File: config.mk
export PLATFORM = sky130hd
export DESIGN_NAME = clip_interp_unit
export DESIGN_NICKNAME = d
export VERILOG_FILES = /design/src/rtl/clip_interp_unit.sv
export SDC_FILE = /design/constraint.sdc
export NUM_CORES = 2
export LEC_CHECK = 0
export BUFFER_PORTS_ARGS = -buffer_cell sky130_fd_sc_hd__buf_4
export CAP_MARGIN = 20
export CELL_PAD_IN_SITES_DETAIL_PLACEMENT = 0
export CELL_PAD_IN_SITES_GLOBAL_PLACEMENT = 1
export CORE_MARGIN = 2
export CORE_UTILIZATION = 41
export DETAILED_ROUTE_END_ITERATION = 10
export GPL_TIMING_DRIVEN = 0
export PLACE_DENSITY_LB_ADDON = 0.1
export REMOVE_ABC_BUFFERS = 1
export SETUP_SLACK_MARGIN = 0.4
export SLEW_MARGIN = 20
export SYNTH_ARGS = -nofsm -noshare
export SYNTH_HDL_FRONTEND = slang
export SYNTH_SLANG_ARGS = --single-unit
File: constraint.sdc
create_clock -name clk -period 10.61 [get_ports clk]
set_input_delay 1.5915 -clock clk [delete_from_list [all_inputs] [get_ports clk]]
set_output_delay 1.5915 -clock clk [all_outputs]
set_load 0.1 [all_outputs]
File: src/rtl/clip_interp_unit.sv
// Clip-space interpolation unit: computes a signed fixed-point ratio t = num/den
// with a bit-serial restoring divider, then linearly interpolates CHANNELS packed
// attributes between v1 and v2 one channel per cycle. Fixed latency, one request
// in flight at a time.
module clip_interp_unit #(
    parameter int WIDTH    = 32,
    parameter int FRAC     = 8,
    parameter int CHANNELS = 4,
    parameter int CLAMP    = 1
) (
    input  logic                         clk,
    input  logic                         rst_n,
    input  logic                         in_valid,
    output logic                         in_ready,
    input  logic signed [WIDTH-1:0]      in_num,
    input  logic signed [WIDTH-1:0]      in_den,
    input  logic [CHANNELS*WIDTH-1:0]    in_v1,
    input  logic [CHANNELS*WIDTH-1:0]    in_v2,
    output logic                         out_valid,
    input  logic                         out_ready,
    output logic signed [WIDTH-1:0]      out_t,
    output logic [CHANNELS*WIDTH-1:0]    out_attr,
    output logic                         out_div_zero
);

    localparam int CW = $clog2(FRAC + CHANNELS + 1) + 1;
    localparam logic [CW-1:0]    DIV_LAST = CW'(FRAC);
    localparam logic [CW-1:0]    INT_LAST = CW'(CHANNELS - 1);
    localparam logic [WIDTH-1:0] ONE      = WIDTH'(1) << FRAC;

    typedef enum logic [1:0] {IDLE, DIVIDE, INTERP, DONE} state_t;

    state_t state, state_next;
    logic [CW-1:0] cnt;
    logic accept;

    logic [WIDTH:0] num_ext, den_ext, num_mag_in, den_mag_in;
    logic [WIDTH:0] rem, den_mag;
    logic [FRAC-1:0] quo;
    logic neg_r, sat_r, dz_r;
    logic [CHANNELS*WIDTH-1:0] v1_r, v2_r, attr_r;
    logic signed [WIDTH-1:0] t_r;

    logic [WIDTH+1:0] trial;
    logic take;
    logic [FRAC:0] quo_next;
    logic [WIDTH-1:0] mag, t_calc;

    logic signed [WIDTH-1:0] v1_k, v2_k;
    logic signed [WIDTH:0] diff;
    logic signed [2*WIDTH+1:0] prod;
    logic [WIDTH-1:0] attr_k;

    assign accept       = in_valid & in_ready;
    assign out_t        = t_r;
    assign out_attr     = attr_r;
    assign out_div_zero = dz_r;

    // Next-state logic and handshake outputs; ready only when idle, valid only when done
    always_comb begin
        state_next = state;
        in_ready   = 1'b0;
        out_valid  = 1'b0;
        case (state)
            IDLE: begin
                in_ready = 1'b1;
                if (in_valid) state_next = DIVIDE;
            end
            DIVIDE: begin
                if (cnt == DIV_LAST) state_next = INTERP;
            end
            INTERP: begin
                if (cnt == INT_LAST) state_next = DONE;
            end
            DONE: begin
                out_valid = 1'b1;
                if (out_ready) state_next = IDLE;
            end
            default: state_next = IDLE;
        endcase
    end

    // State register; reset drops any in-flight request immediately
    always_ff @(posedge clk or negedge rst_n) begin
        if (!rst_n) state <= IDLE;
        else        state <= state_next;
    end

    // Cycle counter within DIVIDE and INTERP, restarted on every state change
    always_ff @(posedge clk or negedge rst_n) begin
        if (!rst_n)
            cnt <= '0;
        else if (state != state_next || state == IDLE || state == DONE)
            cnt <= '0;
        else
            cnt <= cnt + 1'b1;
    end

    // Operand magnitudes one bit wider so the most negative value negates cleanly
    always_comb begin
        num_ext    = {in_num[WIDTH-1], in_num};
        den_ext    = {in_den[WIDTH-1], in_den};
        num_mag_in = num_ext[WIDTH] ? -num_ext : num_ext;
        den_mag_in = den_ext[WIDTH] ? -den_ext : den_ext;
    end

    // One restoring-division step per cycle plus final sign, saturation and clamp of t
    always_comb begin
        trial    = (cnt == '0) ? {1'b0, rem} : {rem, 1'b0};
        take     = trial >= {1'b0, den_mag};
        quo_next = {quo, take};
        if (dz_r)       mag = '0;
        else if (sat_r) mag = ONE;
        else            mag = WIDTH'(quo_next);
        if (neg_r) t_calc = (CLAMP != 0) ? '0 : -mag;
        else       t_calc = mag;
    end

    // Interpolation of the channel currently sitting in the low slice of the endpoint registers
    always_comb begin
        v1_k   = v1_r[WIDTH-1:0];
        v2_k   = v2_r[WIDTH-1:0];
        diff   = {v2_k[WIDTH-1], v2_k} - {v1_k[WIDTH-1], v1_k};
        prod   = {{(WIDTH+1){diff[WIDTH]}}, diff} * {{(WIDTH+2){t_r[WIDTH-1]}}, t_r};
        attr_k = v1_k + WIDTH'(prod >>> FRAC);
    end

    // Datapath: capture on accept, divide, then shift channels through the interpolator
    always_ff @(posedge clk or negedge rst_n) begin
        if (!rst_n) begin
            rem     <= '0;
            den_mag <= '0;
            quo     <= '0;
            neg_r   <= 1'b0;
            sat_r   <= 1'b0;
            dz_r    <= 1'b0;
            v1_r    <= '0;
            v2_r    <= '0;
            attr_r  <= '0;
            t_r     <= '0;
        end else begin
            case (state)
                IDLE: begin
                    if (accept) begin
                        rem     <= num_mag_in;
                        den_mag <= den_mag_in;
                        quo     <= '0;
                        neg_r   <= in_num[WIDTH-1] ^ in_den[WIDTH-1];
                        sat_r   <= num_mag_in >= den_mag_in;
                        dz_r    <= (in_den == '0);
                        v1_r    <= in_v1;
                        v2_r    <= in_v2;
                    end
                end
                DIVIDE: begin
                    rem <= take ? (WIDTH+1)'(trial - {1'b0, den_mag}) : trial[WIDTH:0];
                    quo <= quo_next[FRAC-1:0];
                    if (cnt == DIV_LAST) t_r <= t_calc;
                end
                INTERP: begin
                    attr_r <= (CHANNELS*WIDTH)'({attr_k, attr_r} >> WIDTH);
                    v1_r   <= v1_r >> WIDTH;
                    v2_r   <= v2_r >> WIDTH;
                end
                default: ;
            endcase
        end
    end

endmodule
=== After elaboration in Yosys (flattened, before gate mapping) ===
Index checks and enable logic that the tools add are counted.

* Add/sub/neg operators: 6
* Multipliers: 1
* Divide/modulo/power cells: 0
* $lt $le $gt $ge: 2
* Equal/unequal tests: 7
* Shifts and indexed selects: 0
* Mux-type cells: 23
* Bitwise gates (word level): 2
* Reduce and logical (&&, ||, !) cells: 11

{| class="wikitable"
|+ Operators by type and width
! kind !! number
|-
| 128-bit case mux with 2 select lines || 2
|-
| 128-bit 2-to-1 mux || 2
|-
| 33-bit 2-to-1 mux || 4
|-
| 33-bit negation || 2
|-
| 33-bit case mux with 2 select lines || 1
|-
| 33-bit by 32-bit multiplier with 40-bit output || 1
|-
| 34-bit by 33-bit >= comparator with 1-bit output || 1
|-
| 34-bit 2-to-1 mux || 1
|-
| 33-bit >= comparator || 1
|-
| 32-bit by 32-bit subtractor with 33-bit output || 1
|-
| 33-bit subtractor || 1
|-
| 32-bit adder || 1
|-
| 32-bit zero test || 1
|-
| 32-bit 2-to-1 mux || 1
|-
| 9-bit 2-to-1 mux || 2
|-
| 8-bit case mux with 2 select lines || 1
|-
| 2-bit 2-to-1 mux || 4
|-
| 8-bit 2-to-1 mux || 1
|-
| 2-bit case mux with 4 select lines || 1
|-
| 2-bit AND reduction || 4
|-
| 5-bit by 1-bit adder with 5-bit output, second input constant || 1
|-
| 5-bit by 2-bit equality test with 1-bit output, second input constant || 1
|-
| 5-bit by 4-bit equality test with 1-bit output, second input constant || 1
|-
| 5-bit zero test || 1
|-
| 11 further kinds || 15
|}

* Bits in registers: 500
* Bits in latches: 0
* RAM bits: 0
* ROM bits: 0
* Output and inout port bits: 163
* Memories kept: 0

=== Logic depth before layout (Yosys ltp) ===
* Depth in word-level cells: 7
* Depth in mapped cells: 50
* Depth with buffers taken out: 49

=== Worst setup path after synthesis ===
Ideal clock, no wire load.

* Kind: reg2reg
* Start point: register v1_r[10]
* End point: register attr_r[126] (netlist: out_attr[126])
* Arrival: 10.915 ns
* Data required time: 10.527 ns
* Path slack: -0.388 ns
* Stages on the path, launching flop included: 51
* Buffers on the path: 1
* Period minus slack after synthesis: 10.998 ns
* Path through: dfrtp_1 -> inv_1 -> ha_1 -> and3_1 -> and2_1 -> a221o_1 -> a21oi_1 -> o21bai_1 -> a21o_1 -> a21o_1 -> a21o_1 -> a21oi_1 -> xnor2_1 -> and2_1 -> fa_1 -> fa_1 -> inv_1 -> fa_1 -> (+15 left out) -> o21a_1 -> o21a_1 -> nor2_1 -> xnor2_1 -> ha_1 -> clkbuf_1 -> nand3_1 -> or4_1 -> nor2_1 -> a21oi_1 -> o221ai_1 -> a31oi_1 -> o21ai_0 -> nand4_1 -> nand4b_1 -> a21oi_1 -> xor2_1 -> o21ai_0

* Cells in the longest elaborated chain, start to end: 3

{| class="wikitable"
|+ Ends and longest elaborated chain
! element !! line !! source
|-
| from (decl) || 41 || <nowiki>logic [CHANNELS*WIDTH-1:0] v1_r, v2_r, attr_r;</nowiki>
|-
| from (signal assigned) || 151 || <nowiki>v1_r <= in_v1;</nowiki>
|-
| from (signal assigned) || 162 || <nowiki>v1_r <= v1_r >> WIDTH;</nowiki>
|-
| 32-bit by 32-bit subtractor with 33-bit output || 123 || <nowiki>diff = {v2_k[WIDTH-1], v2_k} - {v1_k[WIDTH-1], v1_k};</nowiki>
|-
| 33-bit by 32-bit multiplier with 40-bit output || 124 || <nowiki>prod = {{(WIDTH+1){diff[WIDTH]}}, diff} * {{(WIDTH+2){t_r[WIDTH-1]}}, t_r};</nowiki>
|-
| 32-bit adder * || 125 || <nowiki>attr_k = v1_k + WIDTH'(prod >>> FRAC);</nowiki>
|-
| to (signal assigned) || 161 || <nowiki>attr_r <= (CHANNELS*WIDTH)'({attr_k, attr_r} >> WIDTH);</nowiki>
|-
| to (decl) || 41 ||
|}

Every way passes the cells marked *; elsewhere a longest branch is shown, timed or not.
A chain may end at the register's enable or synchronous reset.

=== Final worst setup path ===
* Start point: register v2_r[9]
* End point: register attr_r[127] (netlist: out_attr[127])

* Cells in the longest elaborated chain, start to end: 3

{| class="wikitable"
|+ Ends and longest elaborated chain
! element !! line !! source
|-
| from (decl) || 41 ||
|-
| from (signal assigned) || 152 || <nowiki>v2_r <= in_v2;</nowiki>
|-
| from (signal assigned) || 163 || <nowiki>v2_r <= v2_r >> WIDTH;</nowiki>
|-
| 32-bit by 32-bit subtractor with 33-bit output || 123 ||
|-
| 33-bit by 32-bit multiplier with 40-bit output || 124 ||
|-
| 32-bit adder || 125 ||
|}

Every way passes these cells.

==> qor.csv <==
metric,value,unit
status,"finished, violations left",
violations,negative setup slack,
ys_warn_count,0,
critPathTopFamily,adder cells,
pre_cts_slack,-2528,ps
fin_ws,-204.4,ps
cp.arrival,11320,ps
nets,5740,
routedWlPerCell,17.34,µm
place_hpwl,77.11,mm
holdCritPathClass,flip-flop to flip-flop,
ys_seq_area_frac,0.3188,
worstSetupPathType,flip-flop to flip-flop,
die_h,306.2,µm
tritoncts,yes,
grt_first_pass_wirelength,172.2,mm
cap_violations,0,
timing.slew.headroom,0.2848,
worst_pin_slew,1071,ps
grt_max_degree,89,
finalHoldViolations,0,
hold_buffers,0,
drc_errors,0,
place.port_buffers,463,
path_buf_inv,5,
ys_ff_latch,477,
row_count,110,
clkTransAtPathRegs,60,ps
antenna_found_initial,3,
holdWs,471.6,ps
start_kind,flip-flop,
clkSinkCount,477,
drive_above_1_share,0.1928,
period_needed,10810,ps
die_w,306.2,µm
clockRootBuffer,clkbuf_16,
cp_slowest_cell,fa_1,
pin_count,487,
viasPerCell,5.120,
area_growth,24.45,%
fmax,92.47,MHz
final-setup-viol-count,7,
die_area,93740,µm²
htree_levels,2,
async_reset_ff_frac,1.000,
drt-total-wl,105.8,mm
rsz0062_at_grt,true,
start_util,0.4146,
clock_skew,26.07,ps
synth_edf_count,0,
antenna_left,0,
numCtsBuffers,57,
crit_top_cell,fa_1,
cp.required,11110,ps
synthFlopType,dfrtp_1,
first_global_vias,31470,
core_area,90290,µm²
synth_cell_type_count,70,
drtIter0Drc,1804,
synth.cell_area,37440,µm²
finalMaxSlewViolations,0,
clk_latency,650,ps
cts_buffer_depth,3,
grt.total_usage,0.2265,
synth_top_area_frac,0.3188,
synth_area_leaders,"dfrtp_1 (32%), fa_1 (12%), nand2_1 (11%)",
gp_congestion,0.8460,
min_period_over_period,1.019,
crit_path_end_kind,flip-flop,
syn_avg_cell_area,8.426,µm²
grt-ovfl-total,0,
netlist_instances,4443,
max_stage_delay,530,ps
routed-via-count,31220,
dr.pass1.iters,5,
worstPathMaxFanout,4,
synth_top_area_cell,dfrtp_1,
## final cells by class
class,instances,area [µm²]
antenna,3,7.507
clock buffer,93,1762
clock inverter,10,101.3
fill,8743,43700
inverter,385,1445
multi-input combinational,3369,24820
sequential,477,11950
tap,1176,1471
timing repair buffer,584,5035
## kinds of logic (layout without fill, tap and decap cells)
group | count (synthesis) | count (layout) | synth area share
compound gates | 812 | 812 | 0.1328
flops | 477 | 477 | 0.3188
xor+xnor | 178 | 178 | 0.04164
mux | 47 | 47 | 0.01360
buf+inv | 620 | 1072 | 0.06450
other cells | 2 | 28 | 0.0002006
fa+ha+maj | 542 | 542 | 0.2271
simple gates | 1765 | 1765 | 0.2014
## synth_stat cells (18+ instances only)
cell	count
clkbuf_1	198
nand2_1	1083
and2_1	171
xnor2_1	106
buf_4	23
or3_1	30
xor2_1	72
a21o_1	56
nand3_1	39
dfrtp_1	477
mux2_2	31
fa_1	229
ha_1	313
a21oi_1	127
nand2b_1	30
o21a_1	25
nor2b_1	34
o21bai_1	26
inv_1	385
o31ai_1	20
nand4_1	22
a31oi_1	211
nor2_1	305
a22oi_1	18
o21ai_0	249
## sequential cells by signal, indices dropped and copies added, names as in the netlist, 2 cells and up
| signal | count |
|---|---|
| quo | 8 |
| cnt | 5 |
| out_t | 9 |
| rem | 33 |
| state | 2 |
| out_attr | 128 |
| den_mag | 33 |
| v1_r | 128 |
| v2_r | 128 |
## repair_timing
action                     CTS  global route
cloned                       0             0
pin swaps                  133            89
buffers inserted            64            19
setup endpoints to repair   23            20
gates resized for setup    208            81
## placed cells by master (no fill, tap or decap), types with 20 or more instances in the layout
cell type,netlist,layout
o21bai_1,26,22
inv_1,385,363
clkbuf_16,0,57
xor2_1,72,63
conb_1,2,25
xnor2_1,106,88
nand4_1,22,22
nor2_1,305,298
dfrtp_1,477,464
a31oi_1,211,206
ha_4,0,50
nand3_1,39,33
mux2_2,31,31
a21oi_1,127,97
o21a_1,25,24
buf_4,23,531
clkbuf_8,0,20
nor2b_1,34,31
and2_1,171,156
inv_2,0,22
a21o_1,56,55
nand2b_1,30,27
ha_1,313,257
fa_1,229,222
buf_16,0,23
o21ai_0,249,229
nand2_1,1083,1080
a21oi_2,0,22
or3_1,30,28
## tightest hold or removal path: cells and delay by family, from the launching register on
| family | cells | cell delay, ps |
|---|---|---|
| DFF | 1 | 340 |
| and+or+nand+nor | 2 | 100 |
## through the flow
| stage | util | instance area [µm²] | TNS [ps] | instances |
|---|---|---|---|---|
| after detailed placement | 0.4698 | 42420 | -27250 | 5908 |
| final | 0.5160 | 46590 | -761.9 | 6097 |
| after global placement | 0.4597 | 41500 | -2841640 | 5870 |
| after CTS | 0.5096 | 46010 | -275.1 | 6075 |
| after floorplan | - | 36550 | -332100 | 4231 |
| after global routing | 0.5160 | 46590 | -3988 | 6097 |
## path summary, 6_finish.rpt
check / startpoint / end / slack [ps] / depth (start not counted)
worst max-delay path: v2_r[9] / out_attr[127] / -200 / 49
worst min-delay path: out_attr[6] / out_attr[6] / 470 / 2
worst max register to register: v2_r[9] / out_attr[127] / -200 / 49
worst min register to register: out_attr[6] / out_attr[6] / 470 / 2
max in group asynchronous: rst_n / out_t[2] / 7880 / 4
min in group asynchronous: rst_n / v1_r[98] / 930 / 1
## per-layer routing
metal  GRT usage  wire length, µm
met5           0                0
met1      0.3059            47830
met4     0.05107             2122
met3     0.02647             3643
met2      0.3896            52150
Power is not shown: default switching activity piles up to over one toggle a cycle in this logic, so the estimate is an artifact.
